$ cat src/rtl/register_pipe_ctrl_pkg.sv
// Shared definitions for the register_pipe_ctrl valid/ready stage chain.
// Optional stall statistics are enabled by defining REGISTER_PIPE_CTRL_STATS_EN.
package register_pipe_ctrl_pkg;

    localparam int          MIN_STAGES  = 1;
    localparam string       STATS_MACRO = "REGISTER_PIPE_CTRL_STATS_EN";
    localparam logic [31:0] STALL_MAX   = 32'hFFFF_FFFF;

    typedef enum logic [1:0] {
        OCC_HOLD,
        OCC_INC,
        OCC_DEC
    } occ_op_e;

    // Simultaneous accept on both ends leaves the occupancy where it is.
    function automatic occ_op_e occ_op(input logic in_acc, input logic out_acc);
        occ_op_e op;
        op = OCC_HOLD;
        if (in_acc && !out_acc) begin
            op = OCC_INC;
        end else if (!in_acc && out_acc) begin
            op = OCC_DEC;
        end
        return op;
    endfunction

endpackage

$ cat src/rtl/register_pipe_stage.sv
// One datapath register stage: WIDTH-bit data plus a valid bit.
// Only the valid bit is reset or cleared; data simply holds when not enabled.
module register_pipe_stage
    import register_pipe_ctrl_pkg::*;
#(
    parameter int WIDTH = 16
) (
    input  logic             clk,
    input  logic             reset,
    input  logic             i_en,
    input  logic             i_clr,
    input  logic             i_valid,
    input  logic [WIDTH-1:0] i_data,
    output logic             o_valid,
    output logic [WIDTH-1:0] o_data
);

    logic             r_valid;
    logic [WIDTH-1:0] r_data;

    always_ff @(posedge clk) begin
        if (!reset) begin
            r_valid <= 1'b0;
        end else if (i_clr) begin
            r_valid <= 1'b0;
        end else if (i_en) begin
            r_valid <= i_valid;
        end
    end

    always_ff @(posedge clk) begin
        if (i_en) begin
            r_data <= i_data;
        end
    end

    assign o_valid = r_valid;
    assign o_data  = r_data;

endmodule

$ cat src/rtl/register_pipe_ctrl.sv
// Valid/ready controller for a chain of STAGES register stages with bubble collapsing.
// Define REGISTER_PIPE_CTRL_STATS_EN to add the stall_cycles statistics port.
module register_pipe_ctrl
    import register_pipe_ctrl_pkg::*;
#(
    parameter int WIDTH  = 16,
    parameter int STAGES = 4,
    parameter int CNT_W  = $clog2(STAGES + 1)
) (
    input  logic              clk,
    input  logic              reset,
    input  logic              flush,
    input  logic              s_valid,
    output logic              s_ready,
    input  logic [WIDTH-1:0]  s_data,
    output logic              m_valid,
    input  logic              m_ready,
    output logic [WIDTH-1:0]  m_data,
    output logic [STAGES-1:0] stage_en,
    output logic [CNT_W-1:0]  occupancy,
    output logic              idle
`ifdef REGISTER_PIPE_CTRL_STATS_EN
    ,
    output logic [31:0]       stall_cycles
`endif
);

    generate
        if (STAGES < MIN_STAGES) begin : g_bad_stages
            $error("register_pipe_ctrl: STAGES must be >= %0d", MIN_STAGES);
        end
    endgenerate

    logic [STAGES-1:0] w_valid;
    logic [STAGES-1:0] w_advance;
    logic [STAGES-1:0] w_stage_en;
    logic [STAGES-1:0] w_src_valid;
    logic [WIDTH-1:0]  w_data     [STAGES];
    logic [WIDTH-1:0]  w_src_data [STAGES];
    logic              w_in_acc;
    logic              w_out_acc;
    occ_op_e           w_occ_op;
    logic [CNT_W-1:0]  r_occ;

    // A stage advances if it is empty or everything downstream of it can move.
    always_comb begin
        logic chain;
        chain     = m_ready;
        w_advance = '0;
        for (int i = STAGES - 1; i >= 0; i--) begin
            chain        = chain || !w_valid[i];
            w_advance[i] = chain;
        end
    end

    assign w_stage_en = w_advance & {STAGES{!flush}};
    assign stage_en   = w_stage_en;
    assign s_ready    = w_advance[0] && !flush;

    generate
        for (genvar i = 0; i < STAGES; i++) begin : g_stage
            if (i == 0) begin : g_head
                assign w_src_valid[i] = s_valid;
                assign w_src_data[i]  = s_data;
            end else begin : g_body
                assign w_src_valid[i] = w_valid[i-1];
                assign w_src_data[i]  = w_data[i-1];
            end

            register_pipe_stage #(
                .WIDTH (WIDTH)
            ) u_stage (
                .clk     (clk),
                .reset   (reset),
                .i_en    (w_stage_en[i]),
                .i_clr   (flush),
                .i_valid (w_src_valid[i]),
                .i_data  (w_src_data[i]),
                .o_valid (w_valid[i]),
                .o_data  (w_data[i])
            );
        end
    endgenerate

    assign m_valid = w_valid[STAGES-1];
    assign m_data  = w_data[STAGES-1];

    assign w_in_acc  = s_valid && s_ready;
    assign w_out_acc = m_valid && m_ready;
    assign w_occ_op  = occ_op(w_in_acc, w_out_acc);

    // Flush empties every stage, so the count drops to zero regardless of accepts.
    always_ff @(posedge clk) begin
        if (!reset) begin
            r_occ <= '0;
        end else if (flush) begin
            r_occ <= '0;
        end else begin
            case (w_occ_op)
                OCC_INC: r_occ <= r_occ + CNT_W'(1);
                OCC_DEC: r_occ <= r_occ - CNT_W'(1);
                default: r_occ <= r_occ;
            endcase
        end
    end

    assign occupancy = r_occ;
    assign idle      = (r_occ == '0);

`ifdef REGISTER_PIPE_CTRL_STATS_EN
    logic [31:0] r_stall_cycles;

    // Saturating consumer-stall counter; only reset clears it, flush does not.
    always_ff @(posedge clk) begin
        if (!reset) begin
            r_stall_cycles <= '0;
        end else if (m_valid && !m_ready && (r_stall_cycles != STALL_MAX)) begin
            r_stall_cycles <= r_stall_cycles + 32'd1;
        end
    end

    assign stall_cycles = r_stall_cycles;
`endif

endmodule

$ cat config.mk
export PLATFORM = sky130hd
export DESIGN_NAME = register_pipe_ctrl
export DESIGN_NICKNAME = d
export VERILOG_FILES = /design/src/rtl/register_pipe_ctrl_pkg.sv /design/src/rtl/register_pipe_stage.sv /design/src/rtl/register_pipe_ctrl.sv
export SDC_FILE = /design/constraint.sdc
export NUM_CORES = 1
export LEC_CHECK = 0
export CORE_UTILIZATION = 45
export DETAILED_ROUTE_END_ITERATION = 8
export PLACE_DENSITY = 0.74
export SLEW_MARGIN = 20
export SYNTH_ARGS = -nofsm -noshare
export SYNTH_HDL_FRONTEND = slang
export SYNTH_SLANG_ARGS = --single-unit
$ cat constraint.sdc
create_clock -name clk -period 3.12 [get_ports clk]
set_clock_uncertainty 0.15 [all_clocks]
set_input_delay 0.78 -clock clk [delete_from_list [all_inputs] [get_ports clk]]
set_output_delay 0.78 -clock clk [all_outputs]
set_load 0.05 [all_outputs]
=== Word level (Yosys, flattened, before mapping) ===
Cells that the tools add are included.

* Word-level logic and storage cells: 37
* Input port bits: 21
* Register bits after elaboration: 71

* Reduce and logical (&&, ||, !) cells: 19
* $add $sub $neg: 2
* Multiplexer cells: 3
* Bitwise gates (word level): 2
* Equality and inequality tests: 2

{| class="wikitable"
|+ Operator list
! cell !! count
|-
| logical NOT 1 bit || 7
|-
| one-hot mux 3 bit (2 select lines) || 1
|-
| logical AND 1 bit || 5
|-
| bitwise AND 4 bit || 1
|-
| logical OR 1 bit || 4
|-
| two-way mux 2 bit || 2
|-
| adder 3 x 1 -> 3 bit (second input constant) || 1
|-
| logical NOT 3 bit || 1
|-
| subtractor 3 x 1 -> 3 bit (second input constant) || 1
|-
| == test 2 x 1 -> 1 bit (second input constant) || 1
|-
| == test 2 bit (second input constant) || 1
|-
| nonzero test 2 bit || 1
|-
| OR reduction 2 bit || 1
|-
| inverter 1 bit || 1
|}

=== Longest topological paths before layout ===
Gate-level depths: netlist (run 1).

* Word-level depth: 13
* Mapped depth: 9
* Gate-level depth less buffers: 9

=== Cells and area by module ===
From an unflattened synthesis (run 1), not the netlist that was laid out.

* Cell total of the unflattened synthesis: 103
* Area, all modules: 2,304.7 um^2

{| class="wikitable"
|+ By module, submodules not included
! module !! times used !! cells each !! area an instance (um^2) !! sequential area each (um^2)
|-
| register_pipe_stage || 4 || 19 || 523.0 || 500.5
|-
| register_pipe_ctrl || 1 || 27 || 212.7 || 60.1
|}

=== Least setup slack after synthesis (run 1) ===
No wires, ideal clock.

* Path kind: input to register
* Start: in m_ready
* End: reg r_occ[2] (netlist: occupancy[2])
* Path slack: -0.863 ns
* Arrival: 3.762 ns
* Stages: 9
* Path buffers: 0
* Cells stage by stage: and4b_1 > a21oi_1 > nand2_1 > ha_1 > inv_1 > fa_1 > xor2_1 > or3_1 > a21oi_1

* Word-level cells in the longest chain between the ends: 12
* Elaborated cells on any way between the ends: 17
* Those cells by class: eq/ne: 2; mux: 3; reduce/logical: 12

{| class="wikitable"
|+ Ends and longest elaborated chain
! element !! line !! RTL
|-
| start: declaration || register_pipe_ctrl.sv:17 || <nowiki>input logic m_ready,</nowiki>
|-
| logical OR 1 bit (*) (4 in a row) || register_pipe_ctrl.sv:51 || <nowiki>chain = chain || !w_valid[i];</nowiki>
|-
| logical AND 1 bit (*) || register_pipe_ctrl.sv:58 || <nowiki>assign s_ready = w_advance[0] && !flush;</nowiki>
|-
| net s_ready || register_pipe_ctrl.sv:14 || <nowiki>output logic s_ready,</nowiki>
|-
| logical AND 1 bit (*) || register_pipe_ctrl.sv:88 || <nowiki>assign w_in_acc = s_valid && s_ready;</nowiki>
|-
| logical NOT 1 bit || register_pipe_ctrl_pkg.sv:21 || <nowiki>end else if (!in_acc && out_acc) begin</nowiki>
|-
| logical AND 1 bit || register_pipe_ctrl_pkg.sv:21 ||
|-
| two-way mux 2 bit || register_pipe_ctrl_pkg.sv:21 ||
|-
| two-way mux 2 bit (*) || register_pipe_ctrl_pkg.sv:19 || <nowiki>if (in_acc && !out_acc) begin</nowiki>
|-
| == test 2 bit / == test 2 x 1 -> 1 bit (equally long branches) || register_pipe_ctrl.sv:99 || <nowiki>case (w_occ_op)</nowiki>
|-
| one-hot mux 3 bit (2 select lines) / nonzero test 2 bit (equally long branches) || - ||
|-
| end signal: assignment || register_pipe_ctrl.sv:100 || <nowiki>OCC_INC: r_occ <= r_occ + CNT_W'(1);</nowiki>
|-
| end signal: assignment || register_pipe_ctrl.sv:101 || <nowiki>OCC_DEC: r_occ <= r_occ - CNT_W'(1);</nowiki>
|-
| end signal: assignment || register_pipe_ctrl.sv:102 || <nowiki>default: r_occ <= r_occ;</nowiki>
|-
| end: declaration || register_pipe_ctrl.sv:43 || <nowiki>logic [CNT_W-1:0] r_occ;</nowiki>
|}

Mark *: on every way through the listed nets, which the timed path passes. The rest lies on a longest branch.
A chain may end at the register's enable or synchronous reset.

=== Worst setup path in the final report (run 1) ===
* Start: in m_ready
* End: out stage_en[1]

* Word-level cells in the longest chain between the ends: 4

{| class="wikitable"
|+ Ends and longest elaborated chain
! element !! line !! RTL
|-
| logical OR 1 bit (3 in a row) || register_pipe_ctrl.sv:51 ||
|-
| bitwise AND 4 bit || register_pipe_ctrl.sv:56 || <nowiki>assign w_stage_en = w_advance & {STAGES{!flush}};</nowiki>
|-
| end: declaration || register_pipe_ctrl.sv:19 || <nowiki>output logic [STAGES-1:0] stage_en,</nowiki>
|}

Every way passes these cells.

==> metrics.cfg, run 1 <==
[logic_synthesis]
ys_seq_area_share_pct=90.70
synthTopCellsByCount=edfxtp_1 (64), nor2_1 (11), dfxtp_1 (7), a21oi_1 (6), buf_4 (4)
synth_area_leaders=edfxtp_1 (85%), dfxtp_1 (6.2%), nor2_1 (1.8%)
synth-edff-count=64
synth_top_area_cell=edfxtp_1
synth_cell_type_count=17
avgSynthCellArea_um2=21.25
ys_warn_count=0
syn_inst=107
synth_top_area_share_pct=84.53
ys_seq_elements=71
synth.most_common_cell=edfxtp_1
synth.net_count=130
syn_area_um2=2273
ys.flop_type=edfxtp_1
async_reset_ff_share_pct=0

[final_layout]
multi_input_area_um2=181.4
final_util_pct=64.05
fin_nets=190
drive_gt1_share_pct=15.70
layoutNonFillerInstCount=239
diodes=0
area_growth_pct=34.84
fill_cells=348
regArea_um2=2062

[route]
num_vias=1077
wl_per_cell_um=13.67
viasPerCell=4.506
routed_wl_mm=3.266
drc=0
ant_nets=0
firstDrtPassIters=4
dr.first_iter.drc_count=22

[placement]
gp_congestion=0.6894
port-buffer-count=46
place_ws_ps=-114.9
dp_hpwl_mm=2.387
placed_cells=223

[job]
cap_viol_max_count=0

[setup_path]
path_class=in -> out
path_buf_inv=3
r2r_end=occupancy[2]$_SDFFE_PP0P_
cp_slowest_cell=clkdlybuf4s50_1
r2r-start=g_stage[2].u_stage.o_valid$_SDFFE_PP0P_
crit_family=buffers and inverters
start_kind=input port
regToRegSetupSlack_ps=800
arrival_ps=2110
timing.critical_path.fanout_max=3
worstRegToRegCells=9
crit_chain=clkdlybuf4s50_1 > and4b_1 > buf_4 > nor2_1 > buf_12
cp-end-kind=primary output
cpPeakStageDelay_ps=500
cp.required_ps=2190

[power]
power.leakage_nw=1.058
ir_worst_vdd_mv=0.4657
power_density_nw_per_um2=609.8

[sta]
relSlewSlack_pct=64.91
setup_slack_ps=79.97
fin_tns_setup_ps=0
setup_viol=0
rsz0062_at_grt=false
fmax_mhz=328.9
finalHoldViolCount=0
fin_crit_sh_pct=97.44
period_needed_ps=3040
worstMarginPinSlew_ps=524.8
maxSlewViolCount=0

[clocking]
cts_buffer_depth=2
cts.repair.resized=0
cts.sinks=71
h-tree-depth=3
cts_tree=built
clk_pin_slew_ps=70
clk_latency_ps=330
postCtsSetupBuffers=0
numCtsBuffers=9
clockRootBuffer=clkbuf_8
cts_hold_buf=0

[global_route]
grt_overflow=0
grt_pass1_wl_mm=5.195
grt_max_degree=17
antenna_found_initial=0
track_usage_pct=14.50
grt_pass1_vias=1064

[floorplanning]
fp.dieH_um=73.08
rows=25
start_util_pct=47.50
boundaryPins=47
die_w_um=73.08
die-area_um2=5340
core_area_um2=4786

[hold_path]
hold_path.class=reg -> reg
hp-start=g_stage[1].u_stage.o_data[13]$_DFFE_PP_
hold_path_end=g_stage[2].u_stage.o_data[13]$_DFFE_PP_
holdPathStages=0

[status]
outcome=complete, no violations

==> worst reg2reg max path: cells and delay by family, from the launching register on <==
kind	cells	cell delay, ps
AOI/OAI and AO/OA	2	230
xor gates and xnor gates	1	170
adders and majority gates	2	570
buffers and inverters	1	70
DFF	1	380
and+or+nand+nor	3	680
==> cell usage in the layout (no fill, tap or decap), drive strengths merged <==
| master | n |
|---|---|
| buf | 12 |
| and4b | 1 |
| fa | 1 |
| a21oi | 6 |
| and2 | 1 |
| ha | 1 |
| xor2 | 2 |
| nand2 | 1 |
| dfxtp | 7 |
| nor3 | 1 |
| o21ai | 1 |
| clkinvlp | 3 |
| inv | 3 |
| nand2b | 1 |
| nor2b | 1 |
| or3 | 1 |
| nor2 | 11 |
| clkbuf | 9 |
| clkinv | 4 |
| edfxtp | 64 |
| clkdlybuf4s50 | 41 |
==> worst max path at each step <==
stage	startpoint	end	slack (ps)	cells past startpoint
2_1_floorplan	m_ready	stage_en[1]	90	3
3_3_place_gp	m_ready	occupancy[2]$_SDFFE_PP0P_	60	10
3_5_place_dp	m_ready	occupancy[2]$_SDFFE_PP0P_	-110	10
4_1_cts	m_ready	stage_en[1]	70	5
5_1_grt	m_ready	stage_en[1]	40	5
6_report	m_ready	stage_en[1]	80	5
==> area by class of cell <==
type	count	area share (%)
well taps	67	2.735
repair buffers	53	18.37
flip-flops and latches	71	67.27
clock inverters	7	1.306
multi-input cells	29	5.918
clock buffers	9	4.041
inverters	3	0.3673
==> cell families after synthesis <==
family                   Yosys count  share of synthesized area, %
AO/OA/AOI/OAI                      7                         1.541
buffers and inverters              7                         1.816
XOR/XNOR                           2                        0.7706
adder cells (fa/ha/maj)            2                         1.431
flip-flops                        71                         90.70
AND/OR/NAND/NOR                   18                         3.743
==> registers in the layout, indices dropped and copies added (netlist names) <==
signal and cells:
g_stage.u_stage.o_data 64, g_stage.u_stage.o_valid 4, occupancy 3
==> metrics by stage <==
step | area (um^2) | total power [mW] | hold slack (ps)
after floorplan | 2285 | 1.217 | 250.3
after global placement | 2902 | 1.288 | 253.3
after detailed placement | 2902 | 1.298 | 254.5
after CTS | 3065 | 1.888 | 266.7
after global routing | 3065 | 1.938 | 270.0
final | 3065 | 1.869 | 267.6
==> per-layer routing <==
layer | track usage [%] | wire length (um)
met1 | 15.15 | 1270
met2 | 23.66 | 1732
met3 | 7.044 | 206
met4 | 8.497 | 57
met5 | 0 | 0
==> power by group <==
part	switching (mW)	total, mW	internal [mW]	leakage [nW]
sequential	0.0169	1.12	1.10	0.683
combinational	0.0917	0.155	0.0632	0.299
clock	0.315	0.594	0.279	0.0761
Power figures use the tool's default switching activity.
==> run 2: changes to the inputs <==
REMOVE_ABC_BUFFERS = 1   (was default)
==> metrics.cfg, run 2 (synthesized netlist as in run 1, its figures left out) <==
[sta]
setup_viol=0
relSlewSlack_pct=65.78
fin_crit_sh_pct=96.89
fmax_mhz=330.8
rsz0062_at_grt=false
maxSlewViolCount=0
worstMarginPinSlew_ps=511.8
period_needed_ps=3023
finalHoldViolCount=0

[setup_path]
regToRegSetupSlack_ps=870
timing.critical_path.fanout_max=3
r2r-start=g_stage[2].u_stage.o_valid$_SDFFE_PP0P_
cp-end-kind=primary output
crit_chain=clkdlybuf4s50_1 > and4b_1 > buf_4 > nor2_1 > buf_12
arrival_ps=2090
cp.required_ps=2190
r2r_end=occupancy[2]$_SDFFE_PP0P_
cpPeakStageDelay_ps=520
worstRegToRegCells=9
path_class=in -> out
cp_slowest_cell=clkdlybuf4s50_1
start_kind=input port

[power]
seqPwrFrac_pct=59.8
power.leakage_nw=1.078
switchingPower_uw=422.7
ir_worst_vdd_mv=0.3361
p_clk_share_pct=31.8
p_int_mw=1.449
swShare_pct=22.59
combPwrFrac_pct=8.4
power_density_nw_per_um2=609.0

[global_route]
antenna_found_initial=0
grt_pass1_wl_mm=5.106
grt_overflow=0
grt_pass1_vias=1090
track_usage_pct=14.15
grt_max_degree=17

[final_layout]
area_growth_pct=35.17
final_common_cell=edfxtp_1
largest_register_ffs=64
drive_gt1_share_pct=16.67
layout_common_cells=edfxtp_1 (64), clkdlybuf4s50_1 (41), nor2_1 (11), clkbuf_8 (9), buf_4 (9)
diodes=0
finalInstanceArea_um2=3073
layoutNonFillerInstCount=241
fin_nets=192

[status]
outcome=complete, no violations

[clocking]
clk_latency_ps=330
cts_buffer_depth=2
cts_hold_buf=0
clk_pin_slew_ps=70
cts_tree=built
numCtsBuffers=9
cts.repair.resized=0
clockRootBuffer=clkbuf_8
postCtsSetupBuffers=0
cts.sinks=71
h-tree-depth=3

[floorplanning]
start_util_pct=47.50
core_area_um2=4786
die-area_um2=5340
rows=25
fp.dieH_um=73.08
boundaryPins=47
die_w_um=73.08

[route]
num_vias=1083
firstDrtPassIters=4
routed_wl_mm=3.257
drc=0
wl_per_cell_um=13.51
dr.first_iter.drc_count=40
ant_nets=0
viasPerCell=4.494

[hold_path]
hold_path.class=reg -> reg
hp-start=g_stage[1].u_stage.o_data[12]$_DFFE_PP_
hold_path_end=g_stage[2].u_stage.o_data[12]$_DFFE_PP_
holdPathStages=0

[placement]
dp_hpwl_mm=2.354
placed_cells=225
gp_congestion=0.7635
port-buffer-count=46
place_area_um2=2909

[job]
cap_viol_max_count=0

## run 2: stage by stage
stage	setup TNS (ps)	utilization (%)	setup slack [ps]	power [mW]	hold WS [ps]
after global routing	0	64.21	63.15	1.943	267.9
after global placement	0	60.78	98.52	1.290	253.7
after floorplan	-19280	-	-1575	1.213	250.3
after CTS	0	64.21	100.0	1.892	265.9
after detailed placement	-54.14	60.78	-54.14	1.300	254.5
final	0	64.21	96.89	1.871	267.8
## run 2: worst max path at each step
stage / end / depth (start not counted) / start / slack, ps
2_1_floorplan: occupancy[2]$_SDFFE_PP0P_ / 9 / m_ready / -1580
3_3_place_gp: occupancy[2]$_SDFFE_PP0P_ / 10 / m_ready / 100
3_5_place_dp: occupancy[2]$_SDFFE_PP0P_ / 10 / m_ready / -50
4_1_cts: stage_en[1] / 5 / m_ready / 100
5_1_grt: stage_en[1] / 5 / m_ready / 60
6_report: stage_en[1] / 5 / m_ready / 100
## run 2: area by class of cell
| cell class | count | area, um^2 |
|---|---|---|
| repair buffers | 55 | 578.1 |
| inverters | 3 | 11.26 |
| flip-flops and latches | 71 | 2062 |
| clock buffers | 9 | 123.9 |
| well taps | 67 | 83.83 |
| clock inverters | 7 | 40.04 |
| multi-input cells | 29 | 173.9 |
| fillers | 315 | 1713 |
## run 2: per-layer routing
metal  share of wire (%)  vias up  track usage, %
met5                   0        -               0
li1                    -      518               -
met3                 6.1        9           4.972
met4                 1.4        0           9.804
met1                  38      504           14.90
met2                  54       52           23.66
## run 2: critical path, delay by kind of cell
kind                   cells  cell delay, ps
buffers and inverters      3             850
AND/OR/NAND/NOR            2             460
## run 2: power by group through the flow
stage               Combinational [mW]  Clock, mW  Sequential, mW
floorplan                       0.0329          0            1.18
global placement                 0.154          0            1.14
detailed placement               0.158          0            1.14
CTS                              0.158      0.613            1.12
global route                     0.164      0.655            1.12
finish                           0.157      0.595            1.12
